File: src/rtl/memory_access_stage.sv
// Memory access stage: issues data-cache requests for loads/stores, aligns lanes, registers writeback.
// Optional: define MEM_STAGE_MISALIGN_TRAP_EN to trap misaligned half/word accesses instead of issuing them.
module memory_access_stage #(
  parameter int unsigned ADDRESS_WIDTH    = 32,
  parameter int unsigned DATA_WIDTH       = 32,
  parameter int unsigned REG_ADD_WIDTH    = 5,
  parameter int unsigned D_CACHE_LW_WIDTH = 3,
  parameter int unsigned D_CACHE_SW_WIDTH = 2
) (
  input  logic                        CLK,
  input  logic                        RST_N,
  input  logic                        STALL_MEMORY_STAGE,
  input  logic                        CLEAR_MEMORY_STAGE,
  input  logic [REG_ADD_WIDTH-1:0]    RD_ADDRESS_IN,
  input  logic [DATA_WIDTH-1:0]       ALU_OUT,
  input  logic [D_CACHE_LW_WIDTH-1:0] DATA_CACHE_LOAD_IN,
  input  logic [D_CACHE_SW_WIDTH-1:0] DATA_CACHE_STORE_IN,
  input  logic [DATA_WIDTH-1:0]       DATA_CACHE_STORE_DATA,
  input  logic                        WRITE_BACK_MUX_SELECT_IN,
  input  logic                        RD_WRITE_ENABLE_IN,
  output logic                        DCACHE_REQ,
  output logic                        DCACHE_WE,
  output logic [ADDRESS_WIDTH-1:0]    DCACHE_ADDR,
  output logic [3:0]                  DCACHE_WSTRB,
  output logic [DATA_WIDTH-1:0]       DCACHE_WDATA,
  input  logic                        DCACHE_READY,
  input  logic [DATA_WIDTH-1:0]       DCACHE_RDATA,
  output logic                        MEMORY_BUSY,
  output logic                        MISALIGNED,
  output logic [REG_ADD_WIDTH-1:0]    RD_ADDRESS_OUT,
  output logic [DATA_WIDTH-1:0]       WRITE_BACK_DATA,
  output logic                        RD_WRITE_ENABLE_OUT
);

  localparam logic [D_CACHE_LW_WIDTH-1:0] LD_LB  = D_CACHE_LW_WIDTH'(1);
  localparam logic [D_CACHE_LW_WIDTH-1:0] LD_LH  = D_CACHE_LW_WIDTH'(2);
  localparam logic [D_CACHE_LW_WIDTH-1:0] LD_LW  = D_CACHE_LW_WIDTH'(3);
  localparam logic [D_CACHE_LW_WIDTH-1:0] LD_LBU = D_CACHE_LW_WIDTH'(4);
  localparam logic [D_CACHE_LW_WIDTH-1:0] LD_LHU = D_CACHE_LW_WIDTH'(5);
  localparam logic [D_CACHE_SW_WIDTH-1:0] ST_NONE = D_CACHE_SW_WIDTH'(0);
  localparam logic [D_CACHE_SW_WIDTH-1:0] ST_SB   = D_CACHE_SW_WIDTH'(1);
  localparam logic [D_CACHE_SW_WIDTH-1:0] ST_SH   = D_CACHE_SW_WIDTH'(2);

  typedef enum logic {S_IDLE, S_WAIT} state_t;

  state_t                  state;
  logic                    is_store, is_load, mem_op;
  logic                    sz_byte, sz_half, sz_word, ld_signed;
  logic [1:0]              addr_lo;
  logic                    trap_c, issue_c, complete_c;
  logic                    pend_valid;
  logic [DATA_WIDTH-1:0]   pend_rdata, rdata_sel, load_data, wb_capture_c;
  logic [7:0]              ld_byte;
  logic [15:0]             ld_half;

  assign addr_lo = ALU_OUT[1:0];

  // Op decode: a store wins over a simultaneous load code
  always_comb begin
    is_store  = 1'b0;
    is_load   = 1'b0;
    sz_byte   = 1'b0;
    sz_half   = 1'b0;
    sz_word   = 1'b0;
    ld_signed = 1'b0;
    if (DATA_CACHE_STORE_IN != ST_NONE) begin
      is_store = 1'b1;
      if (DATA_CACHE_STORE_IN == ST_SB)      sz_byte = 1'b1;
      else if (DATA_CACHE_STORE_IN == ST_SH) sz_half = 1'b1;
      else                                   sz_word = 1'b1;
    end else begin
      case (DATA_CACHE_LOAD_IN)
        LD_LB:  begin is_load = 1'b1; sz_byte = 1'b1; ld_signed = 1'b1; end
        LD_LH:  begin is_load = 1'b1; sz_half = 1'b1; ld_signed = 1'b1; end
        LD_LW:  begin is_load = 1'b1; sz_word = 1'b1; end
        LD_LBU: begin is_load = 1'b1; sz_byte = 1'b1; end
        LD_LHU: begin is_load = 1'b1; sz_half = 1'b1; end
        default: ;
      endcase
    end
  end

  assign mem_op = is_store | is_load;

`ifdef MEM_STAGE_MISALIGN_TRAP_EN
  assign trap_c = mem_op & ((sz_half & addr_lo[0]) | (sz_word & (addr_lo != 2'b00)));
`else
  assign trap_c = 1'b0;
`endif

  // Cache handshake; a result parked under stall blocks re-issue of the same op
  assign issue_c     = RST_N & (state == S_IDLE) & mem_op & ~trap_c &
                       ~STALL_MEMORY_STAGE & ~pend_valid;
  assign DCACHE_REQ  = issue_c | (RST_N & (state == S_WAIT));
  assign MEMORY_BUSY = DCACHE_REQ & ~DCACHE_READY;
  assign complete_c  = DCACHE_REQ & DCACHE_READY;
  assign DCACHE_WE   = DCACHE_REQ & is_store;
  assign DCACHE_ADDR = ADDRESS_WIDTH'(ALU_OUT) & ~ADDRESS_WIDTH'(3);

  // Store lane steering; halfwords use addr[1] only
  always_comb begin
    DCACHE_WSTRB = 4'b0000;
    DCACHE_WDATA = DATA_CACHE_STORE_DATA;
    if (is_store) begin
      if (sz_byte) begin
        DCACHE_WSTRB = 4'b0001 << addr_lo;
        DCACHE_WDATA = DATA_WIDTH'({4{DATA_CACHE_STORE_DATA[7:0]}});
      end else if (sz_half) begin
        DCACHE_WSTRB = 4'b0011 << {addr_lo[1], 1'b0};
        DCACHE_WDATA = DATA_WIDTH'({2{DATA_CACHE_STORE_DATA[15:0]}});
      end else begin
        DCACHE_WSTRB = 4'b1111;
      end
    end
  end

  // Load lane extraction with sign/zero extension
  assign rdata_sel = pend_valid ? pend_rdata : DCACHE_RDATA;
  assign ld_byte   = rdata_sel[{addr_lo, 3'b000} +: 8];
  assign ld_half   = addr_lo[1] ? rdata_sel[31:16] : rdata_sel[15:0];

  always_comb begin
    load_data = rdata_sel;
    if (sz_byte)
      load_data = {{(DATA_WIDTH-8){ld_signed & ld_byte[7]}}, ld_byte};
    else if (sz_half)
      load_data = {{(DATA_WIDTH-16){ld_signed & ld_half[15]}}, ld_half};
  end

  assign wb_capture_c = WRITE_BACK_MUX_SELECT_IN ? load_data : ALU_OUT;

  // FSM, parked-result register and writeback output register
  always_ff @(posedge CLK or negedge RST_N) begin
    if (!RST_N) begin
      state               <= S_IDLE;
      pend_valid          <= 1'b0;
      pend_rdata          <= '0;
      RD_ADDRESS_OUT      <= '0;
      WRITE_BACK_DATA     <= '0;
      RD_WRITE_ENABLE_OUT <= 1'b0;
      MISALIGNED          <= 1'b0;
    end else begin
      if (state == S_IDLE) begin
        if (issue_c && !DCACHE_READY) state <= S_WAIT;
      end else if (DCACHE_READY) begin
        state <= S_IDLE;
      end

      if (CLEAR_MEMORY_STAGE || !STALL_MEMORY_STAGE) begin
        pend_valid <= 1'b0;
      end else if (complete_c) begin
        pend_valid <= 1'b1;
        pend_rdata <= DCACHE_RDATA;
      end

      if (CLEAR_MEMORY_STAGE || (!STALL_MEMORY_STAGE && MEMORY_BUSY)) begin
        RD_ADDRESS_OUT      <= '0;
        WRITE_BACK_DATA     <= '0;
        RD_WRITE_ENABLE_OUT <= 1'b0;
        MISALIGNED          <= 1'b0;
      end else if (!STALL_MEMORY_STAGE) begin
        RD_ADDRESS_OUT <= RD_ADDRESS_IN;
        if (complete_c || pend_valid) begin
          WRITE_BACK_DATA     <= wb_capture_c;
          RD_WRITE_ENABLE_OUT <= RD_WRITE_ENABLE_IN;
          MISALIGNED          <= 1'b0;
        end else if (trap_c) begin
          WRITE_BACK_DATA     <= ALU_OUT;
          RD_WRITE_ENABLE_OUT <= 1'b0;
          MISALIGNED          <= 1'b1;
        end else begin
          WRITE_BACK_DATA     <= ALU_OUT;
          RD_WRITE_ENABLE_OUT <= RD_WRITE_ENABLE_IN;
          MISALIGNED          <= 1'b0;
        end
      end
    end
  end

endmodule

File: config.mk
export PLATFORM = sky130hd
export DESIGN_NAME = memory_access_stage
export DESIGN_NICKNAME = d
export VERILOG_FILES = /design/src/rtl/memory_access_stage.sv
export SDC_FILE = /design/constraint.sdc
export NUM_CORES = 1
export LEC_CHECK = 0
export CORE_ASPECT_RATIO = 1.5
export CORE_MARGIN = 8
export CORE_UTILIZATION = 25
export DETAILED_ROUTE_END_ITERATION = 16
export SKIP_CTS_REPAIR_TIMING = 1
export SYNTH_ARGS = -nofsm -noshare
export SYNTH_HDL_FRONTEND = slang
export SYNTH_SLANG_ARGS = --single-unit
File: constraint.sdc
create_clock -name CLK -period 4.5 [get_ports CLK]
set_input_delay 0.675 -clock CLK [delete_from_list [all_inputs] [get_ports CLK]]
set_output_delay 0.675 -clock CLK [all_outputs]
set_load 0.02 [all_outputs]
== After elaboration in Yosys (flattened, before gate mapping) ==
Index checks and enable logic that the tools add are counted.

* Equality and inequality tests: 8
* Shift-type cells: 3
* Mux-type cells: 37
* Bitwise gates (word level): 17
* Reductions and logical operators: 14

{| class="wikitable"
|+ Operator list
! cell !! number
|-
| $mux 32 || 10
|-
| $shiftx 32x6->8 || 1
|-
| $mux 1 || 21
|-
| $mux 16 || 1
|-
| $mux 4 || 3
|-
| $and 1x1->1 || 10
|-
| $mux 5 || 2
|-
| $eq 3x2->1 const B || 2
|-
| $eq 3x3->1 const B || 2
|-
| $reduce_or 2->1 || 3
|-
| $not 1->1 || 5
|-
| $reduce_or 5->1 || 1
|-
| $reduce_bool 2->1 || 2
|-
| $shl 1x2->4 const A || 1
|-
| $shl 2x2->4 const A || 1
|-
| $eq 3x1->1 const B || 1
|-
| $logic_or 1x1->1 || 3
|-
| $eq 2x1->1 const B || 1
|-
| $eq 2x2->1 const B || 1
|-
| $logic_and 1x1->1 || 2
|-
| $logic_not 1->1 || 2
|-
| $ne 2x1->1 const B || 1
|-
| $or 1x1->1 || 2
|-
| $reduce_and 2->1 || 1
|}

* Register bits after elaboration: 73
* Input port bits: 113
* Output and inout port bits: 110
* Word-level logic and storage cells: 86

== Logic depth before layout (Yosys ltp) ==
* Depth after elaboration: 14
* Depth in mapped cells: 8
* Mapped depth without buffers: 5

== Worst setup path after synthesis ==
No wires, ideal clock.

* Path kind: input to output
* Start: input DATA_CACHE_STORE_IN[1]
* End: output DCACHE_WSTRB[1]
* Data arrival time: 2.239 ns
* Data required time: 3.825 ns
* Path slack: 1.586 ns
* Stages on the path: 5
* Buffers on the path: 3
* Cell sequence: clkbuf_1 -> o311ai_0 -> buf_2 -> buf_2 -> a21boi_0

* Cells in the longest elaborated chain, start to end: 7
* Elaborated cells between the ends (all ways): 12
* Those cells by class: eq/ne (2); mux (9); reduce/logical (1)

{| class="wikitable"
|+ RTL lines
! what !! RTL line !! source
|-
| start: declaration || 17 || <nowiki>input logic [D_CACHE_SW_WIDTH-1:0] DATA_CACHE_STORE_IN,</nowiki>
|-
| $eq 2x2->1 || 69 || <nowiki>else if (DATA_CACHE_STORE_IN == ST_SH) sz_half = 1'b1;</nowiki>
|-
| $mux 1 || 69 ||
|-
| $mux 1 || 68 || <nowiki>if (DATA_CACHE_STORE_IN == ST_SB) sz_byte = 1'b1;</nowiki>
|-
| $mux 1 || 66 || <nowiki>if (DATA_CACHE_STORE_IN != ST_NONE) begin</nowiki>
|-
| $mux 4 || 108 || <nowiki>end else if (sz_half) begin</nowiki>
|-
| $mux 4 || 105 || <nowiki>if (sz_byte) begin</nowiki>
|-
| $mux 4 * || 104 || <nowiki>if (is_store) begin</nowiki>
|-
| end: declaration || 24 || <nowiki>output logic [3:0] DCACHE_WSTRB,</nowiki>
|}

Every way passes the cells marked *; elsewhere a longest branch is shown, timed or not.

== Worst setup path after layout ==
* Start: input DATA_CACHE_LOAD_IN[1]
* End: output DCACHE_WE

* Cells in the longest elaborated chain, start to end: 10
* Elaborated cells between the ends (all ways): 14
* Those cells by class: eq/ne (5); mux (2); bitwise (6); reduce/logical (1)

{| class="wikitable"
|+ RTL lines
! what !! RTL line !! source
|-
| start: declaration || 16 || <nowiki>input logic [D_CACHE_LW_WIDTH-1:0] DATA_CACHE_LOAD_IN,</nowiki>
|-
| $eq 3x2->1 (tied with other cells) || 72 || <nowiki>case (DATA_CACHE_LOAD_IN)</nowiki>
|-
| $reduce_or 5->1 (no line) * || - ||
|-
| $mux 1 * || 72 ||
|-
| $mux 1 * || 66 ||
|-
| $or 1x1->1 * || 83 || <nowiki>assign mem_op = is_store | is_load;</nowiki>
|-
| $and 1x1->1 * (2 in series) || 92 || <nowiki>assign issue_c = RST_N & (state == S_IDLE) & mem_op & ~trap_c &</nowiki>
|-
| $and 1x1->1 * || 93 || <nowiki>~STALL_MEMORY_STAGE & ~pend_valid;</nowiki>
|-
| $or 1x1->1 * || 94 || <nowiki>assign DCACHE_REQ = issue_c | (RST_N & (state == S_WAIT));</nowiki>
|-
| $and 1x1->1 * || 97 || <nowiki>assign DCACHE_WE = DCACHE_REQ & is_store;</nowiki>
|-
| end: declaration || 22 || <nowiki>output logic DCACHE_WE,</nowiki>
|}

Marked as above.

==> results.md <==
- Status: complete, no violations
- Mux cell area share after synthesis: 25.6%
- Final setup viols: 0
- Cell variety after synth: 50
- First-pass iteration count of the detailed router: 4
- Period utilisation layout: 80.3%
- Clk_skew: slightly below 0.008 ns
- Global-route wire length before repair: 27800 um
- Simple-gate portion of the synthesized area: between 8 and 9%
- FFs w/ async S/R, synth: 100%
- Most common cell after layout, fill and taps aside: clkdlybuf4s50_1
- Hold Slack: 0.287 ns
- Power density over the cells: ~300 mW/mm^2
- Most used cell, CP: clkdlybuf4s50_1
- Final WL: between 15000 and 20000 um
- Synth Flop Type: dfrtp_1
- Setup CP Type: primary input to output pin
- Pre-CTS setup slack: between 0.8 and 0.9 ns
- CTS Buffer Depth: 2
- Finished Layout Cells: 938
- Die Span Y: 191 um
- Crit-path max FO: 7
- Hold Path Class: primary input to async pin
- Clock sinks: 72
- Die X: 132 um
- Total global-route track usage: between 10% and 20%
- Flops & latches, synth: 72
- Clock-pin slew on the worst setup and hold paths: 0.06 ns
- Core box area: 0.0202 mm^2
- Routed Antenna Nets: 0
- Root buffer cell: clkbuf_16
- Post-Synthesis Cell Area: 0.00509 mm^2
- Crit path DAT: roughly 3 ns
- Commonest non-fill, non-tap cells in the layout: clkdlybuf4s50_1 (217), dfrtp_1 (71), mux2i_1 (56)
- Vias in the first global route: about 4700
- Number of buffers created by CTS: 9
- Setup WS post-layout: 0.885 ns
- Min cycle time layout: between 3 and 4 ns
- Ys Warns: 0
- XOR/XNOR Fraction of Synth Area: 0.516%
- Relative slew slack: 31.0%
- Placed inst area: 0.00722 mm^2
- Area grow syn2layout: 48.3%
- TNS Setup: 0 ns
- Leakage: slightly above 3 nW
- Critical path's largest stage delay: between 0.6 and 0.7 ns
- Vias/cell: 4.65
- Pwr Total: about 2.3 mW
- Max cap viols: 0
- Final Hold Fails: 0
- CP Cell Sequence: clkdlybuf4s50_1 > nor3_1 > nor4_2 > o31a_1 > and2_1 > clkdlybuf4s50_1
- DRT iter0 DRCs: 198
- IO Pins: roughly 220
- Setup crit start kind: primary input
- Layout cell share with drive strength beyond 1: roughly 14%
- DP HPWL: 14900 um
- Worst setup EP type: output pin
- Post-synth EDFFs: 0
- Via count: 4361
- Initial Utilization: roughly a quarter
- Critical-path top delay cell: clkdlybuf4s50_1
- FP Rows: 64
- Buffers on Ports: ~220
- Final core utilization: between 30% and 40%
- Fmax: ~280 MHz
- Syn Inst Count: 498
- Final instance area: 0.00755 mm^2
- Grt ovf: 0
- Fin. max-slew vios: 0
- Syn avg cell area: 10.2 um^2
- Largest net degree at the start of global routing: 49
- CP required: 3.83 ns
- Antenna violations before repair: 2
- Compound-Gate Fraction of Synth Area: 17.5%
- Die area: roughly 0.025 mm^2
- TritonCTS clock tree: done
- Post-Synth Adder-Cell Area: 0%
- Htree depth: 3
- Placed cells: 920
- Placer Congestion: 0.810
- Worst vdd ir: around 150 uV
- Clk_lat worst skew: 0.34 ns
- Layout Nets: 780
- Seq/Total Area, Yosys: 35.4%
- RSZ-0062 raised after global routing: false
- Largest family of logic cells by synthesized area: multiplexers
- Avg WL per Cell: between 15 and 20 um
- Post-route DRC: 0
- Worst slew pin tran: 1.03 ns
## registers in the layout, summed over array words and instances (netlist names)
signal,flops
RD_ADDRESS_OUT,5
RD_WRITE_ENABLE_OUT,1
WRITE_BACK_DATA,32
pend_rdata,32
pend_valid,1
state,1
## critical path: cells and delay by family
family / cells / cell delay, ns
AOI/OAI and AO/OA: 1 / 0.26
buffers and inverters: 2 / 1.23
and+or+nand+nor: 3 / 0.76
## kinds of logic after synthesis
logic type,Yosys count
AOI/OAI and AO/OA,111
xor gates and xnor gates,3
buffers and inverters,113
DFF,72
muxes,113
other,1
and+or+nand+nor,85
## layout make-up
| class | count | area [um^2] |
|---|---|---|
| Timing Repair Buffer | 231 | 2270 |
| Multi-Input combinational cell | 315 | 2670 |
| Antenna cell | 2 | 5.00 |
| Fill cell | 2044 | 12600 |
| Sequential cell | 72 | 1800 |
| Clock inverter | 4 | 76.3 |
| Inverter | 38 | 143 |
| Tap cell | 264 | 330 |
| Clock buffer | 12 | 246 |
## synthesized netlist by cell type (13+ instances only)
cell / number / area, um^2
nand2_1: 33 / 124
mux2i_1: 56 / 561
o221ai_1: 19 / 166
mux2_2: 26 / 293
nor2_1: 15 / 56.3
o221ai_2: 13 / 195
dfrtp_1: 72 / 1800
mux2_1: 22 / 248
inv_1: 36 / 135
o21ai_0: 18 / 90.1
buf_4: 41 / 308
a21oi_1: 21 / 105
## path summary, 6_finish.rpt
path                                        from                  end  slack [ns]  depth (start not counted)
setup / recovery           DATA_CACHE_LOAD_IN[1]            DCACHE_WE        0.89                          6
setup reg to reg                      pend_valid  WRITE_BACK_DATA[11]        1.56                          5
min in group CLK                   pend_rdata[7]        pend_rdata[7]        0.48                          1
max in group asynchronous                  RST_N           pend_valid        3.22                          2
hold reg to reg                    pend_rdata[7]        pend_rdata[7]        0.48                          1
hold / removal                             RST_N  WRITE_BACK_DATA[31]        0.29                          1
## routing by layer
layer	part of all wire [%]	vias up	GRT usage, %
met5	0	-	0
met1	38	2087	15.4
li1	-	2104	-
met2	54	148	26.4
met4	2.7	0	6.05
met3	5.3	22	3.30
## power by group
part           internal, mW  leakage, nW  switching, mW
Combinational         0.348         2.01          0.339
Sequential            0.750        0.924         0.0522
Clock                 0.503        0.153          0.284
Total                  1.60         3.09          0.675
Power figures use the tool's default switching activity.
==> RTL change 1, RTL diff (config.mk and constraints unchanged) <==
Build with the macro `MEM_STAGE_MISALIGN_TRAP_EN` defined.
--- a/src/rtl/memory_access_stage.sv
+++ b/src/rtl/memory_access_stage.sv
@@ -1,4 +1,6 @@
 // Memory access stage: issues data-cache requests for loads/stores, aligns lanes, registers writeback.
 // Optional: define MEM_STAGE_MISALIGN_TRAP_EN to trap misaligned half/word accesses instead of issuing them.
+`define MEM_STAGE_MISALIGN_TRAP_EN
+
 module memory_access_stage #(
   parameter int unsigned ADDRESS_WIDTH    = 32,
Formal check against the unedited RTL: not equivalent (a bounded check fails within 4 cycles, from zero or initial values and one cycle with RST_N low).
==> RTL change 1 against the unedited design <==
- sequential cell count is 1 higher
- clock power fell by 2.5%
- critical path depth grew 4
- setup slack got worse by 500 ps
- area after synthesis increased by 1.7%
- core utilization is 0.60 points higher
- power up 2.2%
- cell count grew 3.2%
- clock skew fell by 1.1 ps
- wire length rose by 4.2%
- final area increased by 2.4%
==> RTL change 1: results (changes against the unedited design) <==
Max Fclk -> 0.243 GHz (was 0.277 GHz)
routed vias/inst -> 4.88 (was 4.65)
last element of the critical path -> MEMORY_BUSY (was DCACHE_WE)
Iter 0 DRT Violations -> 313 (was 198)
layout cells sized above 1 -> 0.154 (was 0.144)
first-pass GRT wire length -> 29600 um (was 27800 um)
number of port buffers -> 220 (was 219)
crit path DAT -> 3440 ps (was 2940 ps)
top post-synthesis cells by count -> dfrtp_1, mux2_2, buf_4 (was dfrtp_1, mux2i_1, buf_4)
Reg2Reg Depth -> 7 (was 5)
number of global-route vias before repair -> 4869 (was 4684)
Placement Setup Slack -> 364 ps (was 854 ps)
Final nets -> 812 (was 780)
reg-to-reg slack, setup -> 1600 ps (was 1560 ps)
largest net degree at the start of global routing -> 61 (was 49)
Leakage -> 0.00314 uW (was 0.00309 uW)
worst hold path class -> input pin to async pin (unchanged)
FF-to-FF End -> WRITE_BACK_DATA[11] (unchanged)
CTS clk-pin slew, worst paths -> 60 ps (about the same)
slew at the pin closest to its max-slew limit -> 1060 ps (was 1030 ps)
Total GRT Usage -> 0.146 (was 0.144)
switching pwr -> 702 uW (was 675 uW)
dpl hpwl -> 15400 um (was 14900 um)
status -> finished, final reports clean (unchanged)
GPL Wtd Cong -> 0.831 (was 0.810)
largest cells by area after synthesis -> dfrtp_1, mux2_2, buf_4, a221o_1, mux4_2 (was dfrtp_1, mux2i_1, buf_4, mux2_2, mux2_1)
Max VDD drop -> 198 uV (was 146 uV)
post-synth cell types -> 52 (was 50)
clock skew -> 6.72 ps (was 7.81 ps)
biggest regs -> WRITE_BACK_DATA (32), pend_rdata (32), RD_ADDRESS_OUT (5) (unchanged)
sequential share of the synthesized area -> 0.353 (was 0.354)
Synth top area share -> 0.353 (was 0.354)
crit-path max FO -> 13 (was 7)
crit path from -> DATA_CACHE_STORE_IN[0] (was DATA_CACHE_LOAD_IN[1])
total wire length -> 19400 um (was 18700 um)
RTL change 1: changes by cell type after synthesis, moves of 9 or more:
cell / change
nand2b_1: +9
clkbuf_1: +15
nor2_1: +15
o221ai_1: -19
mux2i_1: -41
mux2_1: -17
inv_1: -24
mux2_2: +28
a21oi_2: -10
o21ai_0: +14
a221o_1: +30
o221ai_2: -13
a21oi_1: +15
RTL change 1: per-stage QoR:
step,instance area [um2],cells,utilization
2_1_floorplan,5180,530,-
5_1_grt,7730,967,0.380
3_5_place_dp,7400,949,0.364
6_report,7730,968,0.380
3_3_place_gp,7400,949,0.364
4_1_cts,7720,965,0.380
RTL change 1: cell type report:
cell class	instances	area [um2]
Inverter	12	45.0
Sequential cell	73	1830
Tap cell	264	330
Antenna cell	3	7.51
Clock buffer	13	270
Clock inverter	3	47.5
Timing Repair Buffer	238	2330
Multi-Input combinational cell	362	2870
Fill cell	2095	12600
RTL change 1: worst max-delay path, cell delays in order:
cell and delay [ps]:
clkdlybuf4s50_1 420, inv_1 90, ha_1 470, nor2_1 200
a32o_1 290, nor2_1 310, nor2_1 90, o21a_1 190
and2_1 150, clkdlybuf4s50_1 560
RTL change 1: worst min path at each step:
stage	start	to	slack, ps	cells past startpoint
after floorplan	RST_N	MISALIGNED	380	0
after global placement	MISALIGNED	MISALIGNED	460	2
after detailed placement	pend_rdata[22]	pend_rdata[22]	480	1
after CTS	RST_N	state	480	2
after global routing	RST_N	state	500	2
final	RST_N	state	460	2
RTL change 1: power by group through the flow:
stage / combinational, uW / sequential (uW) / clock (uW)
2_1_floorplan: 365 / 868 / 0
3_3_place_gp: 719 / 850 / 0
3_5_place_dp: 722 / 855 / 0
4_1_cts: 725 / 842 / 778
5_1_grt: 768 / 861 / 799
6_report: 717 / 843 / 767
RTL change 1: logic make-up after synthesis:
family,after synthesis,synth area share
AO/OA/AOI/OAI,148,0.208
AND/OR/NAND/NOR,123,0.124
other,1,0.000724
multiplexers,84,0.202
adder cells (fa/ha/maj),3,0.00725
flip-flops,73,0.353
buffers and inverters,95,0.102
XOR/XNOR,2,0.00338
RTL change 1: routing by layer:
| layer | up-vias | track usage | share of wire |
|---|---|---|---|
| met1 | 2287 | 0.181 | 0.42 |
| li1 | 2288 | - | - |
| met5 | - | 0 | 0 |
| met4 | 0 | 0.0559 | 0.024 |
| met2 | 129 | 0.246 | 0.50 |
| met3 | 20 | 0.0294 | 0.051 |
==> RTL change 2, RTL diff (same flow settings) <==
Without the edit above. Make the reset (`RST_N`) synchronous in one clocked block.
--- a/src/rtl/memory_access_stage.sv
+++ b/src/rtl/memory_access_stage.sv
@@ -131,5 +131,5 @@
 
   // FSM, parked-result register and writeback output register
-  always_ff @(posedge CLK or negedge RST_N) begin
+  always_ff @(posedge CLK) begin
     if (!RST_N) begin
       state               <= S_IDLE;
Function: differs if RST_N is asserted again (counterexample within 4 cycles, from zero or initial values and one cycle with RST_N low); with RST_N held inactive, the same outputs for 4 cycles.
==> RTL change 2 against the unedited design <==
- final area is 0.48% higher
- power decreased by 14%
- wire length rose by 3.2%
- clock power down 6.2%
- critical path depth is 1 higher
- first-iteration DRC count down 22%
- area after synthesis rose by 1.7%
- sequential power shrank 17%
- sequential cell count unchanged
- setup slack got worse by 110 ps
- hold slack gained 190 ps
- register-to-register slack better by 310 ps
- largest cell class unchanged
==> RTL change 2: results (changes against the unedited design) <==
detail-routed net length per standard cell -> 19.3 um (was 19.9 um)
Critical Path Max Stage Delay -> 560 ps (was 620 ps)
Synth Area in Compound Gates -> 0.190 (was 0.175)
Leakage -> 0.00261 uW (was 0.00309 uW)
Antenna Cells -> 0 (was 2)
clock tree buffer depth -> 2 (unchanged)
Post-Synth XOR/XNOR Area -> 0.00339 (was 0.00516)
number of global-route vias before repair -> 5045 (was 4684)
largest net degree at the start of global routing -> 50 (was 49)
CTS clk-pin slew, worst paths -> 60 ps (about the same)
crit path from -> DATA_CACHE_LOAD_IN[0] (was DATA_CACHE_LOAD_IN[1])
GPL Wtd Cong -> 0.794 (was 0.810)
Total GRT Usage -> 0.145 (was 0.144)
Cell Int Power -> 1400 uW (was 1600 uW)
ys async rst share -> 0 (was 1.00)
Iter 0 DRT Violations -> 155 (was 198)
worst hold path class -> flop to flop (was input pin to async pin)
clock root buffer -> clkbuf_16 (unchanged)
Placement Setup Slack -> 764 ps (was 854 ps)
largest cells by area after synthesis -> dfxtp_1, mux4_2, mux2_2, mux2i_1, nand2_1 (was dfrtp_1, mux2i_1, buf_4, mux2_2, mux2_1)
Slew headroom -> 0.260 (was 0.310)
mux cell area share after synthesis -> 0.253 (was 0.256)
sequential share of the synthesized area -> 0.279 (was 0.354)
routed vias/inst -> 4.81 (was 4.65)
clock skew -> 5.90 ps (was 7.81 ps)
crit path DAT -> 3050 ps (was 2940 ps)
CP max-delay cell -> clkdlybuf4s50_1 (unchanged)
Crit Reg-Reg Startpoint -> pend_valid (unchanged)
Max VDD drop -> 154 uV (was 146 uV)
status -> finished, final reports clean (unchanged)
Reg2Reg Depth -> 6 (was 5)
Final period util -> 0.828 (was 0.803)
first-pass GRT wire length -> 29200 um (was 27800 um)
slew at the pin closest to its max-slew limit -> 1110 ps (was 1030 ps)
dpl hpwl -> 15100 um (was 14900 um)
top post-synthesis cells by count -> nand2_1, dfxtp_1, nor2_1 (was dfrtp_1, mux2i_1, buf_4)
post-synth cell types -> 46 (was 50)
FF-to-FF End -> WRITE_BACK_DATA[11] (unchanged)
crit-path max FO -> 6 (was 7)
last element of the critical path -> MEMORY_BUSY (was DCACHE_WE)
layout cells sized above 1 -> 0.155 (was 0.144)
initial antenna violation count -> 0 (was 2)
reg-to-reg slack, setup -> 1870 ps (was 1560 ps)
Final nets -> 844 (was 780)
==> RTL change 2: changes by cell type after synthesis, sizes merged, moves of 21 or more <==
cell / delta
nor2b: +24
dfrtp: -72
nor2: +31
a2111oi: +24
a21boi: +31
inv: -32
o221ai: -32
mux2i: -21
nand2: +55
dfxtp: +72
==> RTL change 2: how the worst min path moves through the flow <==
stage	depth (start not counted)	to	startpoint
after floorplan	2	pend_rdata[24]	pend_rdata[24]
after global placement	2	pend_rdata[6]	pend_rdata[6]
after detailed placement	2	pend_rdata[7]	pend_rdata[7]
after CTS	2	pend_rdata[7]	pend_rdata[7]
after global routing	2	pend_rdata[7]	pend_rdata[7]
final	2	pend_rdata[12]	pend_rdata[12]
==> RTL change 2: cell type report <==
class / instances / area [um2]
fill: 2127 / 12800
inverter: 6 / 22.5
clock inverter: 3 / 40.0
sequential: 72 / 1440
clock buffer: 13 / 260
tap: 264 / 330
multi-input combinational: 411 / 3210
timing repair buffer: 231 / 2280
==> RTL change 2: power groups by stage <==
stage | clock (uW) | combinational (uW) | sequential (uW)
finish | 738 | 554 | 662
global route | 783 | 594 | 664
CTS | 757 | 563 | 662
detailed placement | 0 | 561 | 676
global placement | 0 | 559 | 676
floorplan | 0 | 284 | 692
==> RTL change 2: through the flow <==
step / util / hold slack [ps] / cells
floorplan: - / 450 / 576
global placement: 0.358 / 456 / 984
detailed placement: 0.358 / 469 / 984
CTS: 0.373 / 477 / 1000
global route: 0.373 / 497 / 1000
finish: 0.373 / 473 / 1000
==> RTL change 2: logic make-up (layout without fill, tap and decap cells) <==
kind of cell,Yosys count,count (layout)
and+or+nand+nor,194,194
AOI/OAI and AO/OA,118,118
muxes,94,94
buffers and inverters,93,253
DFF,72,72
xor gates and xnor gates,2,2
other,1,3
==> RTL change 2: worst max-delay path: cells and delay by family <==
kind / cells / cell delay [ps]
buf+inv: 2 / 1070
compound gates: 2 / 690
simple gates: 3 / 620
==> RTL change 2: per-layer routing <==
metal  wire length (um)  track usage  vias to the layer above  share of wire
li1                   -            -                     2344              -
met1               7420        0.155                     2292           0.39
met2              10300        0.271                      170           0.54
met3               1300       0.0458                        6          0.067
met4                210       0.0355                        0          0.011
met5                  0            0                        -              0
